==> config.mk <==
export PLATFORM = sky130hd
export DESIGN_NAME = spi_pwm_regs_flat
export DESIGN_NICKNAME = d
export VERILOG_FILES = /design/src/rtl/spi_pwm_pkg.sv /design/src/rtl/spi_pwm_regs_if.sv /design/src/rtl/spi_pwm_regs_toggle_sync.sv /design/src/rtl/spi_pwm_regs.sv /design/src/flat_wrapper.sv
export SDC_FILE = /design/constraint.sdc
export NUM_CORES = 1
export LEC_CHECK = 0
export ABC_AREA = 1
export CAP_MARGIN = 30
export CORE_MARGIN = 8
export CORE_UTILIZATION = 45
export CTS_BUF_LIST = sky130_fd_sc_hd__clkbuf_8
export DETAILED_ROUTE_END_ITERATION = 16
export PLACE_DENSITY = 0.74
export RECOVER_POWER = 50
export SYNTH_ARGS = -nofsm -noshare
export SYNTH_HDL_FRONTEND = slang
export SYNTH_SLANG_ARGS = --single-unit
export TNS_END_PERCENT = 10
==> constraint.sdc <==
create_clock -name clk -period 2.81 [get_ports clk]
set_input_delay 0.843 -clock clk [delete_from_list [all_inputs] [get_ports clk]]
set_output_delay 0.843 -clock clk [all_outputs]
set_load 0.005 [all_outputs]
==> src/rtl/spi_pwm_pkg.sv <==
// spi_pwm_pkg: register map, CTRL bit indices and reset values shared by the
// SPI-facing PWM register block.
package spi_pwm_pkg;

  localparam int unsigned ADDR_CTRL     = 0;
  localparam int unsigned ADDR_PRESCALE = 1;
  localparam int unsigned ADDR_PERIOD   = 2;
  localparam int unsigned ADDR_DUTY     = 3;
  localparam int unsigned ADDR_STATUS   = 4;

  localparam int unsigned CTRL_EN  = 0;
  localparam int unsigned CTRL_POL = 1;
  localparam int unsigned CTRL_IE  = 2;

  localparam int unsigned RST_CTRL     = 'h00;
  localparam int unsigned RST_PRESCALE = 'h00;
  localparam int unsigned RST_PERIOD   = 'hFF;
  localparam int unsigned RST_DUTY     = 'h80;

endpackage

==> src/rtl/spi_pwm_regs_if.sv <==
// spi_pwm_regs_if: completed-write and readback signals between the SPI slave
// (master modport) and the PWM register bank (slave modport).
interface spi_pwm_regs_if #(
  parameter int unsigned DATA_W = 8,
  parameter int unsigned ADDR_W = 7
);
  logic              wr_toggle;
  logic [ADDR_W-1:0] wr_addr;
  logic [DATA_W-1:0] wr_data;
  logic [ADDR_W-1:0] rd_addr;
  logic [DATA_W-1:0] rd_data;

  modport master (output wr_toggle, output wr_addr, output wr_data,
                  output rd_addr, input rd_data);
  modport slave  (input wr_toggle, input wr_addr, input wr_data,
                  input rd_addr, output rd_data);
endinterface

==> src/rtl/spi_pwm_regs_toggle_sync.sv <==
// toggle_sync: brings a toggle-encoded event from a foreign clock domain into
// clk through SYNC_STAGES flops and emits a one-clk pulse per toggle.
module toggle_sync #(
  parameter int unsigned SYNC_STAGES = 2
) (
  input  logic clk,
  input  logic rst,
  input  logic tog_in,
  output logic pulse
);
  logic [SYNC_STAGES-1:0] sync_q;
  logic                   edge_q;

  // Synchroniser chain followed by the edge-detect flop.
  always_ff @(posedge clk) begin
    if (rst) begin
      sync_q <= '0;
      edge_q <= 1'b0;
    end else begin
      sync_q <= {sync_q[SYNC_STAGES-2:0], tog_in};
      edge_q <= sync_q[SYNC_STAGES-1];
    end
  end

  assign pulse = sync_q[SYNC_STAGES-1] ^ edge_q;
endmodule

==> src/rtl/spi_pwm_regs.sv <==
// spi_pwm_regs: PWM control register bank written from the SPI domain via a
// toggle handshake, with double-buffered period/duty and combinational readback.
// Optional STATUS flag and interrupt output are enabled by defining PWM_IRQ_EN.
module spi_pwm_regs
  import spi_pwm_pkg::*;
#(
  parameter int unsigned DATA_W      = 8,
  parameter int unsigned ADDR_W      = 7,
  parameter int unsigned SYNC_STAGES = 2
) (
  input  logic                 clk,
  input  logic                 rst,
  spi_pwm_regs_if.slave        bus,
  output logic                 pwm_out,
  output logic                 period_end,
  output logic                 irq
);
  logic              wr_stb;
  logic              ctrl_en;
  logic              ctrl_pol;
  logic              ctrl_ie;
  logic [DATA_W-1:0] prescale;
  logic [DATA_W-1:0] period;
  logic [DATA_W-1:0] duty;
  logic [DATA_W-1:0] per_sh;
  logic [DATA_W-1:0] duty_sh;
  logic [DATA_W-1:0] cnt;
  logic [DATA_W-1:0] psc_cnt;
  logic              tick;
  logic              wrap;

  toggle_sync #(.SYNC_STAGES(SYNC_STAGES)) u_wr_sync (
    .clk    (clk),
    .rst    (rst),
    .tog_in (bus.wr_toggle),
    .pulse  (wr_stb)
  );

  assign tick = ctrl_en && (psc_cnt == prescale);
  assign wrap = tick && (cnt == per_sh);

  // Register bank writes; address/data are stable around the strobe.
  always_ff @(posedge clk) begin
    if (rst) begin
      ctrl_en  <= RST_CTRL[CTRL_EN];
      ctrl_pol <= RST_CTRL[CTRL_POL];
`ifdef PWM_IRQ_EN
      ctrl_ie  <= RST_CTRL[CTRL_IE];
`endif
      prescale <= DATA_W'(RST_PRESCALE);
      period   <= DATA_W'(RST_PERIOD);
      duty     <= DATA_W'(RST_DUTY);
    end else if (wr_stb) begin
      case (bus.wr_addr)
        ADDR_W'(ADDR_CTRL): begin
          ctrl_en  <= bus.wr_data[CTRL_EN];
          ctrl_pol <= bus.wr_data[CTRL_POL];
`ifdef PWM_IRQ_EN
          ctrl_ie  <= bus.wr_data[CTRL_IE];
`endif
        end
        ADDR_W'(ADDR_PRESCALE): prescale <= bus.wr_data;
        ADDR_W'(ADDR_PERIOD):   period   <= bus.wr_data;
        ADDR_W'(ADDR_DUTY):     duty     <= bus.wr_data;
        default: ;
      endcase
    end
  end

  // Prescaler; a counter above a freshly lowered PRESCALE restarts at 0.
  always_ff @(posedge clk) begin
    if (rst || !ctrl_en) begin
      psc_cnt <= '0;
    end else if (psc_cnt >= prescale) begin
      psc_cnt <= '0;
    end else begin
      psc_cnt <= psc_cnt + 1'b1;
    end
  end

  // PWM counter and shadow registers; shadows follow live values while disabled.
  always_ff @(posedge clk) begin
    if (rst) begin
      cnt        <= '0;
      per_sh     <= DATA_W'(RST_PERIOD);
      duty_sh    <= DATA_W'(RST_DUTY);
      period_end <= 1'b0;
    end else if (!ctrl_en) begin
      cnt        <= '0;
      per_sh     <= period;
      duty_sh    <= duty;
      period_end <= 1'b0;
    end else begin
      period_end <= wrap;
      if (wrap) begin
        cnt     <= '0;
        per_sh  <= period;
        duty_sh <= duty;
      end else if (tick) begin
        cnt <= cnt + 1'b1;
      end
    end
  end

  // Registered PWM output with polarity; idles at POL when disabled.
  always_ff @(posedge clk) begin
    if (rst) begin
      pwm_out <= 1'b0;
    end else if (ctrl_en) begin
      pwm_out <= (cnt < duty_sh) ^ ctrl_pol;
    end else begin
      pwm_out <= ctrl_pol;
    end
  end

`ifdef PWM_IRQ_EN
  logic status_flag;
  logic status_clr;

  assign status_clr = wr_stb && (bus.wr_addr == ADDR_W'(ADDR_STATUS));

  // Sticky period flag; a set in the same cycle as a clear wins.
  always_ff @(posedge clk) begin
    if (rst) begin
      status_flag <= 1'b0;
    end else if (period_end) begin
      status_flag <= 1'b1;
    end else if (status_clr) begin
      status_flag <= 1'b0;
    end
  end

  // Registered interrupt request.
  always_ff @(posedge clk) begin
    if (rst) begin
      irq <= 1'b0;
    end else begin
      irq <= status_flag & ctrl_ie;
    end
  end
`else
  assign ctrl_ie = 1'b0;
  assign irq     = 1'b0;
`endif

  // Combinational readback; unmapped addresses read 0.
  always_comb begin
    bus.rd_data = '0;
    case (bus.rd_addr)
      ADDR_W'(ADDR_CTRL): begin
        bus.rd_data[CTRL_EN]  = ctrl_en;
        bus.rd_data[CTRL_POL] = ctrl_pol;
        bus.rd_data[CTRL_IE]  = ctrl_ie;
      end
      ADDR_W'(ADDR_PRESCALE): bus.rd_data = prescale;
      ADDR_W'(ADDR_PERIOD):   bus.rd_data = period;
      ADDR_W'(ADDR_DUTY):     bus.rd_data = duty;
`ifdef PWM_IRQ_EN
      ADDR_W'(ADDR_STATUS):   bus.rd_data[0] = status_flag;
`endif
      default: ;
    endcase
  end
endmodule

==> src/flat_wrapper.sv <==
// flat-port wrapper written by rule: the top's interface ports become plain ports
module spi_pwm_regs_flat import spi_pwm_pkg::*;
#(
  parameter int unsigned DATA_W      = 8,
  parameter int unsigned ADDR_W      = 7,
  parameter int unsigned SYNC_STAGES = 2
)
  (clk, rst, pwm_out, period_end, irq, bus_wr_toggle, bus_wr_addr, bus_wr_data, bus_rd_addr, bus_rd_data);
  spi_pwm_regs_if #(.DATA_W(DATA_W), .ADDR_W(ADDR_W)) bus_i ();
  input  logic clk;
  input  logic rst;
  output logic pwm_out;
  output logic period_end;
  output logic irq;
  input wire logic [$bits(bus_i.wr_toggle)-1:0] bus_wr_toggle;
  input wire logic [$bits(bus_i.wr_addr)-1:0] bus_wr_addr;
  input wire logic [$bits(bus_i.wr_data)-1:0] bus_wr_data;
  input wire logic [$bits(bus_i.rd_addr)-1:0] bus_rd_addr;
  output wire logic [$bits(bus_i.rd_data)-1:0] bus_rd_data;
  assign bus_i.wr_toggle = bus_wr_toggle;
  assign bus_i.wr_addr = bus_wr_addr;
  assign bus_i.wr_data = bus_wr_data;
  assign bus_i.rd_addr = bus_rd_addr;
  assign bus_rd_data = bus_i.rd_data;
  spi_pwm_regs #(.DATA_W(DATA_W), .ADDR_W(ADDR_W), .SYNC_STAGES(SYNC_STAGES)) u_core (.clk(clk), .rst(rst), .bus(bus_i), .pwm_out(pwm_out), .period_end(period_end), .irq(irq));
endmodule
==> Yosys cells after proc, flatten, opt, wreduce, memory -nomap -nowiden <==
Index checks and enable logic that the tools add are counted.
{ "word_totals": {"ff_bits": 63, "wordCells": 49} }
{ "op_classes": {"add_sub_neg": 2, "n_lt_le_gt_ge": 2, "eq_ne": 9, "n_mux": 7, "bitwise": 3, "reduce_logical": 13} }
{ "ops": {"columns": ["cell", "count"], "rows": [
  ["2-to-1 mux 8 bit", 4],
  ["== test 7 x 2 -> 1 bit (second input constant)", 4],
  ["adder 8 x 1 -> 8 bit (second input constant)", 2],
  ["== test 8 bit", 2],
  ["case mux 5 bit (3 select lines)", 1],
  ["== test 7 x 1 -> 1 bit (second input constant)", 2],
  ["zero test 7 bit", 2],
  ["case mux 3 bit (4 select lines)", 1],
  [">= comparator 8 bit", 1],
  ["less-than comparator 8 bit", 1],
  ["AND reduction 2 bit", 4],
  ["OR reduction 2 bit", 2],
  ["OR reduction 3 bit", 1],
  ["logical AND 1 bit", 2],
  ["inequality test 2 bit (second input constant)", 1],
  ["bitwise XOR 1 bit", 2],
  ["zero test 1 bit", 1],
  ["logical OR 1 bit", 1],
  ["2-to-1 mux 1 bit", 1],
  ["NOT 1 bit", 1]
]} }

==> Depth between registers and ports, before layout <==
Gate-level depths: netlist of the first run.
{ "depth": {"word_depth": 5, "ltp_mapped": 11, "depth_no_buf": 11} }

==> Cells and area by module <==
Synthesis of the first run repeated with hierarchy kept, for this count alone.
{ "unflattened": {"cells_unflattened": 426, "area_unflattened_um2": 3198.1} }
{ "by_module_without_submodules": {"columns": ["module", "n_inst", "cells_each", "area_each_um2"], "rows": [
  ["spi_pwm_regs", 1, 413, 3100.5],
  ["toggle_sync", 1, 13, 97.6]
]} }

==> Worst setup path before layout of the first run <==
Ideal clock, no wire load.
{ "synth_timing": {"path_type": "input port to output port", "from": "input port bus_rd_addr[5]", "to": "output port bus_rd_data[0]", "t_arrival_ps": 1573, "setup_slack_ps": 394, "cell_stages": 9, "path_cell_list": "nor2_1 > nand2_1 > inv_1 > nand3_1 > inv_1 > nand2_1 > o21ai_0 > a21oi_1 > nand2_1"} }
{ "synth_between": {"elab_chain_cells": 2, "elab_cells_between_ends": 5, "classes_between": "eq/ne: 3; mux: 1; reduce/logical: 1"} }
{ "synth_rtl": {"columns": ["element", "line", "text"], "rows": [
  ["from (decl)", "flat_wrapper.sv:18", "input wire logic [$bits(bus_i.rd_addr)-1:0] bus_rd_addr;"],
  ["== test 7 x 2 -> 1 bit (tied with other cells)", "spi_pwm_regs.sv:149", "case (bus.rd_addr)"],
  ["case mux 3 bit (4 select lines) (*)", "spi_pwm_regs.sv:149", null],
  ["to (decl)", "flat_wrapper.sv:19", "output wire logic [$bits(bus_i.rd_data)-1:0] bus_rd_data;"]
]} }
Every way passes the cells marked *; elsewhere a longest branch is shown, timed or not.

==> Worst setup path after layout of the first run <==
{ "layout_timing": {"from": "input port bus_rd_addr[5]", "to": "output port bus_rd_data[1]"} }
The elaborated chain is that of the path after synthesis.

==> results of run 1 <==
logic make-up after synthesis:
family,Yosys count
simple gates,180
compound gates,78
buf+inv,75
flops,63
fa+ha+maj,17
xor+xnor,15
other cells,1
layout by cell type (no fill, tap or decap), types with 4 or more instances in the layout:
master            n
clkbuf_8         13
clkdlybuf4s50_1  16
inv_2             6
nand4_1           5
xnor2_1           7
nand3_1          31
buf_6             4
nor2_1           35
nand2_1          85
a21oi_1          39
buf_2            10
dfxtp_1          63
clkbuf_2          4
o211ai_1         14
inv_1            57
buf_4             6
nand2_2           6
ha_1             17
nor2_2            4
nand3_2           4
o21ai_0          20
xor2_1            8
sequential cells by signal (all words and copies together), names as in the netlist:
register / cells
u_core.psc_cnt: 8
u_core.u_wr_sync.sync_q: 2
u_core.duty_sh: 8
u_core.prescale: 8
u_core.duty: 8
u_core.ctrl_en: 1
u_core.cnt: 8
u_core.u_wr_sync.edge_q: 1
u_core.ctrl_pol: 1
u_core.period_end: 1
u_core.pwm_out: 1
u_core.per_sh: 8
u_core.period: 8
final cells by class:
class,count,area (sq um),area share
inverters,62,233,0.0601
well taps,96,120,0.0310
flip-flops and latches,63,1260,0.326
clock buffers,13,179,0.0462
multi-input cells,291,1660,0.428
clock inverters,3,63.8,0.0165
repair buffers,44,359,0.0927
worst paths after layout:
| path | end | depth (start not counted) | slack (ns) | startpoint |
|---|---|---|---|---|
| worst max register to register | u_core.cnt[5] | 9 | 0.73 | u_core.prescale[3] |
| worst min-delay path | u_core.u_wr_sync.sync_q[1] | 2 | 0.41 | u_core.u_wr_sync.sync_q[0] |
| worst min register to register | u_core.u_wr_sync.sync_q[1] | 2 | 0.41 | u_core.u_wr_sync.sync_q[0] |
| worst max-delay path | bus_rd_data[1] | 12 | 0.12 | bus_rd_addr[5] |
timing repair:
action / in CTS / in global routing
pin swaps: 5 / 7
hold buffers: 0 / 0
setup buffers: 4 / 1
endpoints found under the hold margin: 0 / 0
resized for setup: 65 / 12
setup endpoints to repair: 8 / 8
metal layers:
metal	vias up	part of all wire	track usage
li1	1473	-	-
met1	1275	0.46	0.182
met2	43	0.49	0.261
met3	11	0.031	0.0374
met5	-	0	0
met4	0	0.021	0.0640
power by group through the flow:
| stage | Combinational, mW | Clock [mW] | Sequential (mW) |
|---|---|---|---|
| final | 0.0868 | 0.929 | 0.897 |
| after global routing | 0.0955 | 0.995 | 0.896 |
| after CTS | 0.0877 | 0.951 | 0.897 |
| after detailed placement | 0.0834 | 0 | 0.917 |
| after global placement | 0.0812 | 0 | 0.917 |
| after floorplan | 0.0338 | 0 | 0.917 |
through the flow:
stage                     setup WS (ns)  TNS [ns]  utilization  instance area (sq um)
after floorplan                   0.394         0            -                   3170
after global placement           -0.685     -4.88        0.533                   3620
after detailed placement         -0.720     -5.24        0.533                   3620
after CTS                        0.0177         0        0.574                   3900
after global routing            0.00893         0        0.570                   3870
final                             0.115         0        0.570                   3870
worst max-delay path, stage by stage:
cell and delay [ns]:
buf_6 0.09, nor2_2 0.10, nand2_2 0.10, inv_2 0.11, nand3_2 0.07, inv_2 0.07
buf_6 0.11, nand2_2 0.04, o21ai_1 0.07, a21oi_1 0.05, nand2_1 0.08, buf_2 0.12
==> out/qor.yml, run 1 <==
outcome: "finished, final reports clean"
clk_latency_ns: 0.34
crit_arrival_ns: 1.85
ys.flop_type: "dfxtp_1"
die-width_um: 100
hp-class: "flip-flop to flip-flop"
synth_top_family_by_area: "simple AND/OR/NAND/NOR gates"
synth_top_area_frac: 0.397
ys_ff_latch: 63
grt_max_degree: 44
vdd_drop_max_mv: 0.295
place_congestion: 0.890
synth_xor_area_frac: 0.0414
syn_area_sq_um: 3170
avgSynthCellArea_sq_um: 7.40
antenna_found_initial: 0
syn_nets: 471
power_frac_clock: 0.486
overflow: 0
numClockSinks: 63
yosys.area.top_type: "dfxtp_1"
die_area_sq_um: 9990
path_class: "input port to output port"
worst_ep_required_time_ns: 1.97
switching_power_uw: 382
crit_path_end_kind: "output port"
dp_cells: 554
core_sq_um: 6790
slew_headroom: 0.492
ys_seq_area_frac: 0.397
internal_power_mw: 1.53
worstMarginPinSlew_ns: 0.762
cts_tree: "built"
seq_power_share: 0.469
post-dp-hpwl_um: 5380
hold_viol_final: 0
power_density_nw_per_um2: 494
path_max_fanout: 7
grt_pass1_vias: 2750
ctsRootBufferMaster: "clkbuf_8"
skew_ns: 0.00993
fmax_ghz: 0.371
slew_violations: 0
post-synth-top-count-cell: "nand2_1"
fin_nets: 513
switching_share: 0.200
io_pins: 36
period_needed_ns: 2.69
rsz0062_at_grt: "false"
pwr-share-comb: 0.045
synth_edf_count: 0
track_usage: 0.154
htreeDepth: 3
drive_gt1_frac: 0.139
power_mw: 1.91
drtIter0Drc: 103
synth_warnings: 0
synthSimpleGateAreaFrac: 0.261
yosys.area_share.adder: 0.0670
rows: 30
synth_common_cells: "90 x nand2_1, 63 x dfxtp_1, 61 x inv_1"
synth_area_leaders: "dfxtp_1 40%, nand2_1 11%, inv_1 7.2%, ha_1 6.7%, a21oi_1 6.2%"
synthesis.instances: 429
dr.pass1.iters: 4
drt.antenna.violating_nets: 0
floorplan.initialDensity: 0.467
synth_compound_area_frac: 0.136
max_cap_violations: 0
synth_cell_types: 32
clkSlewWorstSetupHoldPaths_ns: 0.06
fillers: 654
drcViolationCount: 0
finalNonFillerCells: 572
cts_buffers: 9
diodes: 0
wl_um: 7140
muxShareOfSynthArea: 0
setup_viol: 0
num_vias: 2802
startpoint_type: "input port"
grt_pass1_wl_um: 12500
post-route-period-util: 0.959
die_y_um: 100
async_flop_share: 0
area_growth_pct: 22.0
numPortBuffers: 34
fin_hold_ws_ns: 0.409
vias_per_cell: 4.90
wl_per_cell_um: 12.5
clock_path_buffers: 2
power.leakage_nw: 1.67
(Power assumes the default switching activity.)
==> inputs of run 2 (changes only) <==
--- a/config.mk
+++ b/config.mk
@@ -7,11 +7,13 @@
 export LEC_CHECK = 0
 export ABC_AREA = 1
 export CAP_MARGIN = 30
+export CELL_PAD_IN_SITES_DETAIL_PLACEMENT = 1
+export CELL_PAD_IN_SITES_GLOBAL_PLACEMENT = 1
 export CORE_MARGIN = 8
 export CORE_UTILIZATION = 45
 export CTS_BUF_LIST = sky130_fd_sc_hd__clkbuf_8
 export DETAILED_ROUTE_END_ITERATION = 16
-export PLACE_DENSITY = 0.74
+export PLACE_DENSITY = 0.94
 export RECOVER_POWER = 50
 export SYNTH_ARGS = -nofsm -noshare
 export SYNTH_HDL_FRONTEND = slang
==> out/qor.yml, run 2 (same netlist as run 1, synthesis figures left out) <==
drcViolationCount: 0  # unchanged
reg2reg_to: "u_core.cnt[1]"  # was u_core.cnt[5]
layout_common_cells: "84 x nand2_1, 63 x dfxtp_1, 57 x inv_1"  # was 85 x nand2_1, 63 x dfxtp_1, 57 x inv_1
grt_pass1_wl_um: 18000  # was 12,500 um
rows: 30  # unchanged
numPortBuffers: 34  # unchanged
cp_slowest_cell: "buf_4"  # was buf_2
htreeDepth: 3  # unchanged
hp-start: "u_core.u_wr_sync.sync_q[0]"  # unchanged
power_density_nw_per_um2: 439  # was 494 nW/um^2
io_pins: 36  # unchanged
outcome: "finished, final reports clean"  # unchanged
critPathMostFrequentCell: "buf_6"
reg2reg_slack_ns: 0.21  # was 0.73 ns
core_sq_um: 6790  # unchanged
die_y_um: 100  # unchanged
grt_pass1_vias: 3592  # was 2,750
rr_startpoint: "u_core.prescale[3]"  # unchanged
crit_path_end_kind: "output port"  # unchanged
fin_nets: 520  # was 513
min_to: "u_core.u_wr_sync.sync_q[1]"  # unchanged
slew_headroom: 0.455  # was 0.492
grt_max_degree: 44  # unchanged
met3_length_um: 446  # was 224 um
finalNonFillerCells: 579  # was 572
clkSlewWorstSetupHoldPaths_ns: 0.07  # was 0.06 ns
die_area_sq_um: 9990  # unchanged
period_needed_ns: 2.78  # was 2.69 ns
floorplan.initialDensity: 0.467  # unchanged
drive_gt1_frac: 0.155  # was 0.139
setup_viol: 0  # unchanged
drt-met1-wl_um: 4310  # was 3270 um
overflow: 0  # unchanged
drt.antenna.violating_nets: 0  # unchanged
clock_path_buffers: 2  # unchanged
skew_ns: 0.0111  # was 0.00993 ns
ctsRootBufferMaster: "clkbuf_8"  # unchanged
fmax_ghz: 0.360  # was 0.371 GHz
post-dp-hpwl_um: 6970  # was 5380 um
startpoint_type: "input port"  # unchanged
max_cap_violations: 0  # unchanged
place_congestion: 0.839  # was 0.890
worst_ep_required_time_ns: 1.97  # about the same
final_common_cell: "nand2_1"  # unchanged
dp_cells: 554  # unchanged
num_vias: 3216  # was 2,802
path_buf_inv: 5  # unchanged
worstMarginPinSlew_ns: 0.817  # was 0.762 ns
crit_chain: "buf_4, buf_6, nor2_4, nand3_2, inv_4, buf_6, nand2_2, o21ai_1, a21oi_1, nand2_1, buf_2"  # was buf_6, nor2_2, nand2_2, inv_2, nand3_2, inv_2, buf_6, nand2_2, o21ai_1, a21oi_1, nand2_1, buf_2
top_layer: "met4"  # unchanged
die-width_um: 100  # unchanged
power.leakage_nw: 1.69  # was 1.67 nW
fin_tns_setup_ns: 0  # unchanged
crit_arrival_ns: 1.93  # was 1.85 ns
diodes: 0  # unchanged
hp-class: "flip-flop to flip-flop"  # unchanged
drtIter0Drc: 199  # was 103
area_growth_pct: 23.3  # was 22.0%
max_stage_delay_ns: 0.13  # was 0.12 ns
post-route-period-util: 0.988  # was 0.959
dr.pass1.iters: 4  # unchanged
cts_buffers: 9  # unchanged
vias_per_cell: 5.55  # was 4.90
r2r_cells: 9  # unchanged
wl_per_cell_um: 18.9  # was 12.5 um
cts_tree: "built"  # unchanged
vdd_drop_max_mv: 0.325  # was 0.295 mV
rsz0062_at_grt: "true"  # was false
numClockSinks: 63  # unchanged
slew_violations: 0  # unchanged
cpLargestDelayFamily: "buffers and inverters"  # unchanged
track_usage: 0.231  # was 0.154
hold_viol_final: 0  # unchanged
path_class: "input port to output port"  # unchanged
hold_depth: 2  # unchanged
wl_um: 11000  # was 7140 um
wl_met2_um: 5550  # was 3500 um
antenna_found_initial: 0  # unchanged
path_max_fanout: 5  # was 7
clk_latency_ns: 0.35  # was 0.34 ns
[run 2: tightest hold or removal path, delay by kind of cell, from the launching register on]
kind,cells,cell delay (ns)
flops,1,0.30
buf+inv,1,0.04
simple gates,1,0.03
[run 2: cell type report]
cell class                      instances  area, sq um
Multi-Input combinational cell        291         1670
Clock buffer                           11          151
Tap cell                               96          120
Timing Repair Buffer                   51          438
Sequential cell                        63         1260
Fill cell                             852         2880
Inverter                               62          245
Clock inverter                          5         25.0
[run 2: through the flow]
| step | utilization | total power, mW | hold WS, ns | setup slack [ns] | area, sq um |
|---|---|---|---|---|---|
| 3_3_place_gp | 0.533 | 1.00 | 0.392 | -0.712 | 3620 |
| 2_1_floorplan | - | 0.951 | 0.388 | 0.394 | 3170 |
| 5_1_grt | 0.576 | 1.77 | 0.442 | -0.00705 | 3910 |
| 3_5_place_dp | 0.533 | 1.00 | 0.409 | -0.726 | 3620 |
| 6_report | 0.576 | 1.72 | 0.413 | 0.0348 | 3910 |
| 4_1_cts | 0.570 | 1.71 | 0.418 | -0.0172 | 3870 |
[run 2: worst max path at each step]
stage	startpoint	to	slack, ns	depth (start not counted)
after floorplan	bus_rd_addr[5]	bus_rd_data[0]	0.39	9
after global placement	bus_rd_addr[0]	bus_rd_data[0]	-0.71	7
after global routing	bus_rd_addr[5]	bus_rd_data[0]	-0.007	12
after detailed placement	bus_rd_addr[2]	bus_rd_data[0]	-0.73	9
final	bus_rd_addr[0]	bus_rd_data[0]	0.03	11
after CTS	bus_rd_addr[4]	bus_rd_data[4]	-0.02	9
[run 2: repair_timing]
item                                    in CTS  in global routing
hold buffers                                 0                  0
endpoints found under the setup margin       8                  7
pin swaps                                    8                  7
cloned                                       0                  0
buffers inserted                             6                  4
gates resized for setup                     79                 16
[run 2: metal layers]
layer / vias to the layer above / track usage
li1: 1485 / -
met1: 1561 / 0.230
met2: 116 / 0.409
met3: 54 / 0.0484
met4: 0 / 0.183
met5: - / 0
[run 2: where the power goes]
part           internal, mW  total (mW)  switching (mW)
clock                 0.359       0.719           0.360
combinational        0.0471       0.104          0.0566
sequential            0.895       0.897         0.00167
total                  1.30        1.72           0.418
==> inputs of run 3 (changes only) <==
--- a/config.mk
+++ b/config.mk
@@ -13,8 +13,10 @@
 export CORE_UTILIZATION = 45
 export CTS_BUF_LIST = sky130_fd_sc_hd__clkbuf_8
 export DETAILED_ROUTE_END_ITERATION = 16
+export HOLD_SLACK_MARGIN = 0.12
 export PLACE_DENSITY = 0.94
 export RECOVER_POWER = 50
+export SLEW_MARGIN = 25
 export SYNTH_ARGS = -nofsm -noshare
 export SYNTH_HDL_FRONTEND = slang
 export SYNTH_SLANG_ARGS = --single-unit
==> results of run 3 <==
Same layout as run 2: the final DEF is identical, and so are final timing and power.
